===== src/rtl/branch_resolve_if.sv =====
// Handshake and payload bundle between the issue side and the branch resolver.
// The fetch-side prediction query (q_pc/q_taken) travels on the same bundle.
interface branch_resolve_if #(
  parameter int unsigned WIDTH = 32
);
  logic             in_valid;
  logic             in_ready;
  logic [5:0]       op;
  logic [4:0]       rt;
  logic [WIDTH-1:0] a;
  logic [WIDTH-1:0] b;
  logic [WIDTH-1:0] pc;
  logic [15:0]      imm;
  logic             pred_taken;
  logic             flush;
  logic [WIDTH-1:0] q_pc;
  logic             q_taken;
  logic             out_valid;
  logic             out_ready;
  logic             out_is_branch;
  logic             out_taken;
  logic             out_mispredict;
  logic             out_link;
  logic [WIDTH-1:0] out_redirect;
  logic [WIDTH-1:0] out_link_addr;

  modport master (
    output in_valid, op, rt, a, b, pc, imm, pred_taken, flush, q_pc, out_ready,
    input  in_ready, q_taken, out_valid, out_is_branch, out_taken,
           out_mispredict, out_link, out_redirect, out_link_addr
  );

  modport slave (
    input  in_valid, op, rt, a, b, pc, imm, pred_taken, flush, q_pc, out_ready,
    output in_ready, q_taken, out_valid, out_is_branch, out_taken,
           out_mispredict, out_link, out_redirect, out_link_addr
  );
endinterface


===== src/rtl/branch_resolve.sv =====
// MIPS conditional-branch resolver with a single-entry output register.
// Optional 2-bit branch history table enabled by macro BRANCH_RESOLVE_BHT_EN.
module branch_resolve #(
  parameter int unsigned WIDTH   = 32,
  parameter int unsigned BHT_IDX = 6
) (
  input logic           clk,
  input logic           rst,
  branch_resolve_if.slave bus
);

  localparam logic [5:0] OP_REGIMM = 6'b000001;
  localparam logic [5:0] OP_BEQ    = 6'b000100;
  localparam logic [5:0] OP_BNE    = 6'b000101;
  localparam logic [5:0] OP_BLEZ   = 6'b000110;
  localparam logic [5:0] OP_BGTZ   = 6'b000111;

  localparam logic [4:0] RT_BLTZ   = 5'b00000;
  localparam logic [4:0] RT_BGEZ   = 5'b00001;
  localparam logic [4:0] RT_BLTZAL = 5'b10000;
  localparam logic [4:0] RT_BGEZAL = 5'b10001;

  typedef struct packed {
    logic             is_branch;
    logic             taken;
    logic             mispredict;
    logic             link;
    logic [WIDTH-1:0] redirect;
    logic [WIDTH-1:0] link_addr;
  } result_t;

  result_t          res_q;
  logic             valid_q;

  logic             is_branch_c;
  logic             taken_c;
  logic             link_c;
  logic             a_neg_c;
  logic             a_zero_c;
  logic [WIDTH-1:0] imm_sx_c;
  logic [WIDTH-1:0] target_c;
  logic [WIDTH-1:0] fall_c;
  logic             accept_c;
  result_t          res_c;

  // Condition decode; anything unrecognised resolves as a non-branch.
  always_comb begin
    is_branch_c = 1'b0;
    taken_c     = 1'b0;
    link_c      = 1'b0;
    a_neg_c     = bus.a[WIDTH-1];
    a_zero_c    = (bus.a == '0);
    unique case (bus.op)
      OP_BEQ: begin
        is_branch_c = 1'b1;
        taken_c     = (bus.a == bus.b);
      end
      OP_BNE: begin
        is_branch_c = 1'b1;
        taken_c     = (bus.a != bus.b);
      end
      OP_BLEZ: begin
        is_branch_c = 1'b1;
        taken_c     = a_neg_c || a_zero_c;
      end
      OP_BGTZ: begin
        is_branch_c = 1'b1;
        taken_c     = !a_neg_c && !a_zero_c;
      end
      OP_REGIMM: begin
        unique case (bus.rt)
          RT_BLTZ: begin
            is_branch_c = 1'b1;
            taken_c     = a_neg_c;
          end
          RT_BLTZAL: begin
            is_branch_c = 1'b1;
            taken_c     = a_neg_c;
            link_c      = 1'b1;
          end
          RT_BGEZ: begin
            is_branch_c = 1'b1;
            taken_c     = !a_neg_c;
          end
          RT_BGEZAL: begin
            is_branch_c = 1'b1;
            taken_c     = !a_neg_c;
            link_c      = 1'b1;
          end
          default: begin
            is_branch_c = 1'b0;
          end
        endcase
      end
      default: begin
        is_branch_c = 1'b0;
      end
    endcase
  end

  // Address arithmetic wraps modulo 2^WIDTH; pc+8 skips the delay slot.
  assign imm_sx_c = WIDTH'($signed(bus.imm));
  assign target_c = bus.pc + WIDTH'(4) + {imm_sx_c[WIDTH-3:0], 2'b00};
  assign fall_c   = bus.pc + WIDTH'(8);

  always_comb begin
    res_c            = '0;
    res_c.is_branch  = is_branch_c;
    res_c.taken      = taken_c;
    res_c.mispredict = taken_c ^ bus.pred_taken;
    res_c.link       = link_c;
    res_c.redirect   = taken_c ? target_c : fall_c;
    res_c.link_addr  = fall_c;
  end

  assign bus.in_ready = !valid_q || bus.out_ready;
  assign accept_c     = bus.in_valid && bus.in_ready && !bus.flush;

  // Output register: flush wins over accept, results only move on accept.
  always_ff @(posedge clk or posedge rst) begin
    if (rst) begin
      valid_q <= 1'b0;
      res_q   <= '0;
    end else if (bus.flush) begin
      valid_q <= 1'b0;
    end else if (accept_c) begin
      valid_q <= 1'b1;
      res_q   <= res_c;
    end else if (bus.out_ready) begin
      valid_q <= 1'b0;
    end
  end

  assign bus.out_valid      = valid_q;
  assign bus.out_is_branch  = res_q.is_branch;
  assign bus.out_taken      = res_q.taken;
  assign bus.out_mispredict = res_q.mispredict;
  assign bus.out_link       = res_q.link;
  assign bus.out_redirect   = res_q.redirect;
  assign bus.out_link_addr  = res_q.link_addr;

`ifdef BRANCH_RESOLVE_BHT_EN
  localparam int unsigned DEPTH = 1 << BHT_IDX;

  logic [1:0]         bht_q [DEPTH];
  logic [BHT_IDX-1:0] upd_idx_c;
  logic [BHT_IDX-1:0] qry_idx_c;
  logic               q_unused_c;

  function automatic logic [1:0] sat_next(input logic [1:0] cnt, input logic tk);
    if (tk) return (cnt == 2'b11) ? cnt : cnt + 2'd1;
    else    return (cnt == 2'b00) ? cnt : cnt - 2'd1;
  endfunction

  assign upd_idx_c  = bus.pc[BHT_IDX+1:2];
  assign qry_idx_c  = bus.q_pc[BHT_IDX+1:2];
  assign q_unused_c = ^{bus.q_pc[WIDTH-1:BHT_IDX+2], bus.q_pc[1:0]};

  // Query reads the registered counter, so a same-cycle update is not visible.
  assign bus.q_taken = bht_q[qry_idx_c][1];

  always_ff @(posedge clk or posedge rst) begin
    if (rst) begin
      for (int unsigned i = 0; i < DEPTH; i++) bht_q[i] <= 2'b01;
    end else if (accept_c && is_branch_c) begin
      bht_q[upd_idx_c] <= sat_next(bht_q[upd_idx_c], taken_c);
    end
  end
`else
  logic q_unused_c;

  // Static not-taken prediction.
  assign q_unused_c  = ^bus.q_pc;
  assign bus.q_taken = 1'b0;
`endif

endmodule


===== src/flat_wrapper.sv =====
// flat-port wrapper written by rule: the top's interface ports become plain ports
module branch_resolve_flat 
#(
  parameter int unsigned WIDTH   = 32,
  parameter int unsigned BHT_IDX = 6
)
  (clk, rst, bus_in_valid, bus_op, bus_rt, bus_a, bus_b, bus_pc, bus_imm, bus_pred_taken, bus_flush, bus_q_pc, bus_out_ready, bus_in_ready, bus_q_taken, bus_out_valid, bus_out_is_branch, bus_out_taken, bus_out_mispredict, bus_out_link, bus_out_redirect, bus_out_link_addr);
  branch_resolve_if #(.WIDTH(WIDTH)) bus_i ();
  input logic clk;
  input logic rst;
  input wire logic [$bits(bus_i.in_valid)-1:0] bus_in_valid;
  input wire logic [$bits(bus_i.op)-1:0] bus_op;
  input wire logic [$bits(bus_i.rt)-1:0] bus_rt;
  input wire logic [$bits(bus_i.a)-1:0] bus_a;
  input wire logic [$bits(bus_i.b)-1:0] bus_b;
  input wire logic [$bits(bus_i.pc)-1:0] bus_pc;
  input wire logic [$bits(bus_i.imm)-1:0] bus_imm;
  input wire logic [$bits(bus_i.pred_taken)-1:0] bus_pred_taken;
  input wire logic [$bits(bus_i.flush)-1:0] bus_flush;
  input wire logic [$bits(bus_i.q_pc)-1:0] bus_q_pc;
  input wire logic [$bits(bus_i.out_ready)-1:0] bus_out_ready;
  output wire logic [$bits(bus_i.in_ready)-1:0] bus_in_ready;
  output wire logic [$bits(bus_i.q_taken)-1:0] bus_q_taken;
  output wire logic [$bits(bus_i.out_valid)-1:0] bus_out_valid;
  output wire logic [$bits(bus_i.out_is_branch)-1:0] bus_out_is_branch;
  output wire logic [$bits(bus_i.out_taken)-1:0] bus_out_taken;
  output wire logic [$bits(bus_i.out_mispredict)-1:0] bus_out_mispredict;
  output wire logic [$bits(bus_i.out_link)-1:0] bus_out_link;
  output wire logic [$bits(bus_i.out_redirect)-1:0] bus_out_redirect;
  output wire logic [$bits(bus_i.out_link_addr)-1:0] bus_out_link_addr;
  assign bus_i.in_valid = bus_in_valid;
  assign bus_i.op = bus_op;
  assign bus_i.rt = bus_rt;
  assign bus_i.a = bus_a;
  assign bus_i.b = bus_b;
  assign bus_i.pc = bus_pc;
  assign bus_i.imm = bus_imm;
  assign bus_i.pred_taken = bus_pred_taken;
  assign bus_i.flush = bus_flush;
  assign bus_i.q_pc = bus_q_pc;
  assign bus_i.out_ready = bus_out_ready;
  assign bus_in_ready = bus_i.in_ready;
  assign bus_q_taken = bus_i.q_taken;
  assign bus_out_valid = bus_i.out_valid;
  assign bus_out_is_branch = bus_i.out_is_branch;
  assign bus_out_taken = bus_i.out_taken;
  assign bus_out_mispredict = bus_i.out_mispredict;
  assign bus_out_link = bus_i.out_link;
  assign bus_out_redirect = bus_i.out_redirect;
  assign bus_out_link_addr = bus_i.out_link_addr;
  branch_resolve #(.WIDTH(WIDTH), .BHT_IDX(BHT_IDX)) u_core (.clk(clk), .rst(rst), .bus(bus_i));
endmodule

===== config.mk =====
export PLATFORM = sky130hd
export DESIGN_NAME = branch_resolve_flat
export DESIGN_NICKNAME = d
export VERILOG_FILES = /design/src/rtl/branch_resolve_if.sv /design/src/rtl/branch_resolve.sv /design/src/flat_wrapper.sv
export SDC_FILE = /design/constraint.sdc
export NUM_CORES = 1
export LEC_CHECK = 0
export ABC_AREA = 1
export BUFFER_PORTS_ARGS = -buffer_cell sky130_fd_sc_hd__buf_4
export CAP_MARGIN = 25
export CORE_MARGIN = 1
export CORE_UTILIZATION = 40
export DETAILED_ROUTE_END_ITERATION = 7
export GPL_ROUTABILITY_DRIVEN = 1
export GPL_TIMING_DRIVEN = 0
export PLACE_DENSITY = 0.72
export SLEW_MARGIN = 10
export SYNTH_ARGS = -nofsm -noshare
export SYNTH_HDL_FRONTEND = slang
export SYNTH_SLANG_ARGS = --single-unit

===== constraint.sdc =====
create_clock -name clk -period 2.6 [get_ports clk]
set_clock_uncertainty 0.05 [all_clocks]
set_input_delay 0.52 -clock clk [delete_from_list [all_inputs] [get_ports clk]]
set_output_delay 0.52 -clock clk [all_outputs]
set_load 0.005 [all_outputs]

==> flow_summary_export.csv <==
group,metric,value,unit
status,status,"finished, final reports clean",
placement,numPortBuffers,198,
sta,slew_viol_final,0,
run,cap_violations,0,
global_route,grt-ovfl-total,0,
critical_path,critPathLaunchType,"primary input",
logic_synthesis,synth_flop_cell,"dfrtp_1",
floorplanning,core_area,0.01670,mm^2
logic_synthesis,syn_area,0.006868,mm^2
clock_tree,ctsHtreeMaxLevel,3,
cells_and_area,syn_to_final_growth,31.35,%
routing,firstDrtPassIters,5,
floorplanning,dieWidth,133.0,um
routing,vias_per_cell,4.822,
logic_synthesis,async_flop_share,1.000,
floorplanning,die_area,0.01770,mm^2
clock_tree,cts_hold_buf,0,
global_route,grt_usage,0.2584,
logic_synthesis,ys_types,29,
critical_path,cpPeakStageDelay,0.37,ns
clock_tree,worstSkewPairLatency,0.33,ns
logic_synthesis,synth.most_common_cell,"nand2_1",
clock_tree,cts_tree,"built",
min_path,worst_hold_path_type,"primary input to asynchronous set/reset pin",
global_route,grt_start_max_net_pins,68,
critical_path,cp_max_fo,6,
power_and_ir_drop,leakagePower,5.173,nW
cells_and_area,drive_gt1_frac,0.1822,
routing,wl_per_cell,14.31,um
routing,dr_total_vias,7518,
global_route,grt_pass1_wl,35.93,mm
critical_path,cp.required,2.76,ns
sta,relSlewSlack,0.4657,
floorplanning,start_util,0.4112,
clock_tree,cts_root_buf,"clkbuf_16",
logic_synthesis,postSynthAreaPerCell,6.105,um^2
logic_synthesis,synth_top_area_share,0.2441,
critical_path,r2r_slack,0.51,ns
critical_path,critical-path-slowest-cell,"fa_2",
floorplanning,ios,232,
critical_path,r2r_end,"u_core.bus.out_redirect[31]",
critical_path,r2r_cells,7,
global_route,antenna_found_initial,0,
routing,antenna_left,0,
cells_and_area,diodes,0,
floorplanning,die_h,133.0,um
sta,setup_viol,0,
sta,finalSetupTns,0,ns
sta,period_minus_slack,2.430,ns
logic_synthesis,synthCells,1125,
critical_path,worstReg2RegStart,"u_core.bus.out_valid",
placement,place_hpwl,19.03,mm
floorplanning,rows,47,
logic_synthesis,synth-seq-area-share,0.2441,
logic_synthesis,syn_nets,1345,
clock_tree,clk_path_buf_depth,2,
power_and_ir_drop,power_density,471.3,mW/mm^2
clock_tree,cts.sink_count,67,
logic_synthesis,ys_seq_elements,67,
clock_tree,clk_pin_slew,0.05,ns
logic_synthesis,synth_top_area_cell,"dfrtp_1",
clock_tree,post-cts-setup-buffers,0,
sta,fmax,411.5,MHz
critical_path,critPathLaunch,"bus_pc[3]",
cells_and_area,nets,1554,
routing,drt_wl_total,22.31,mm
sta,post-route-period-util,0.9346,
power_and_ir_drop,p_total,4.252,mW
sta,hold_viol_final,0,
logic_synthesis,synth_edf_count,0,
logic_synthesis,synth.top_cells.by_area,"dfrtp_1, nand2_1, ha_1",
routing,drcViolationCount,0,
logic_synthesis,netlist_top_cells_count,"nand2_1, inv_1, nand3_1, nor2_1, dfrtp_1",
routing,drt_iter0_markers,410,
critical_path,setup.worst_path.end_class,"register",
critical_path,crit_arrival,2.59,ns
placement,gp_congestion,0.9390,
global_route,grt_pass1_vias,7131,
critical_path,cpMostUsedCell,"nand2_1",
critical_path,path_cells,"buf_4 -> ha_1 -> ha_2 -> fa_2 -> nand3_1 -> nand3_2 -> nand3_2 -> nand3_4 -> nand2_1 -> nand2_1 -> nand2_1 -> nand2_1 -> inv_1 -> nand2_1 -> nand3_1 -> nand2_1",
sta,rsz0062_at_grt,"false",
critical_path,crit_type,"primary input to register",
logic_synthesis,yosysWarnings,0,
clock_tree,numCtsBuffers,9,
power_and_ir_drop,ir_drop,355.6,uV
sta,worstMarginPinSlew,0.8015,ns
==> flip-flops by register name (all words and copies together), names as in the netlist <==
name                       count
u_core.bus.out_link_addr      32
u_core.bus.out_redirect       30
u_core.bus.out_is_branch       1
u_core.bus.out_link            1
u_core.bus.out_mispredict      1
u_core.bus.out_taken           1
u_core.bus.out_valid           1
==> per-stage QoR <==
stage	setup slack (ns)	hold slack, ns	std cells	area, um^2	utilization
detailed placement	-0.4375	0.4188	1543	8632	0.5169
global route	0.001243	0.2952	1559	9021	0.5402
finish	0.1700	0.2974	1559	9021	0.5402
CTS	0.04405	0.2935	1559	8975	0.5374
floorplan	0.1484	0.4226	1125	6868	-
global placement	-0.4667	0.4171	1543	8630	0.5167
==> cell families (layout without fill, tap and decap cells) <==
kind of cell / after synthesis / after routing / share of synthesized area
xor gates and xnor gates: 68 / 68 / 0.08672
adders and majority gates: 59 / 59 / 0.1086
other: 1 / 1 / 0.0005460
buffers and inverters: 202 / 416 / 0.1175
AOI/OAI and AO/OA: 59 / 59 / 0.04482
DFF: 67 / 67 / 0.2441
and+or+nand+nor: 669 / 669 / 0.3977
==> layout make-up <==
cell class	instances	area (um^2)
Fill cell	1749	7680
Multi-Input combinational cell	856	4446
Sequential cell	67	1677
Timing Repair Buffer	198	1486
Inverter	176	663.1
Tap cell	220	275.3
Clock buffer	10	239.0
Buffer	26	146.4
Clock inverter	6	88.84
==> repair_timing <==
action	4_1_cts	5_1_grt
resized for setup	3	11
pin swaps	0	1
setup endpoints to repair	2	8
cloned	0	0
==> worst max-delay path: cells and delay by family <==
kind / cells / cell delay (ns)
AND/OR/NAND/NOR: 11 / 0.99
buffers and inverters: 2 / 0.22
adder cells (fa/ha/maj): 3 / 0.86
==> how the worst max path moves through the flow <==
stage                                              to  slack [ns]  cells past startpoint
final                     u_core.bus.out_redirect[31]        0.17                     16
after global routing      u_core.bus.out_redirect[30]       0.001                     16
after CTS                 u_core.bus.out_redirect[31]        0.04                     16
after detailed placement  u_core.bus.out_redirect[31]       -0.44                     16
after global placement    u_core.bus.out_redirect[19]       -0.47                     14
after floorplan           u_core.bus.out_redirect[31]        0.15                     15
==> cells in the final DEF (no fill, tap or decap), types with 2 or more instances in the layout <==
| master | n |
|---|---|
| ha_2 | 3 |
| xor2_1 | 27 |
| clkinvlp_4 | 2 |
| buf_2 | 3 |
| buf_4 | 204 |
| and2_1 | 5 |
| nand4_1 | 10 |
| nand3_2 | 4 |
| nor2_1 | 94 |
| nor3_1 | 16 |
| nand2_1 | 429 |
| xnor2_1 | 40 |
| buf_6 | 3 |
| a31oi_1 | 2 |
| clkbuf_16 | 9 |
| o21ai_0 | 31 |
| nor4_1 | 2 |
| clkbuf_1 | 14 |
| a21oi_1 | 21 |
| ha_1 | 55 |
| inv_1 | 174 |
| nand3_1 | 101 |
| o21bai_1 | 3 |
| bufinv_16 | 2 |
| dfrtp_1 | 67 |
==> power breakdown <==
group	leakage (nW)	total, mW	switching (mW)	internal, mW
clock	0.155	1.32	0.452	0.864
sequential	0.831	1.31	0.105	1.20
combinational	4.19	1.63	0.898	0.729
==> routing by layer <==
layer / routed length (um) / up-vias / part of all wire / global-route usage
li1: - / 3898 / - / -
met1: 10370 / 3375 / 0.46 / 0.3547
met2: 10470 / 213 / 0.47 / 0.4302
met3: 1052 / 32 / 0.047 / 0.02797
met4: 412 / 0 / 0.018 / 0.06705
met5: 0 / - / 0 / 0
Note: power is estimated with default switching activity, not from simulation.
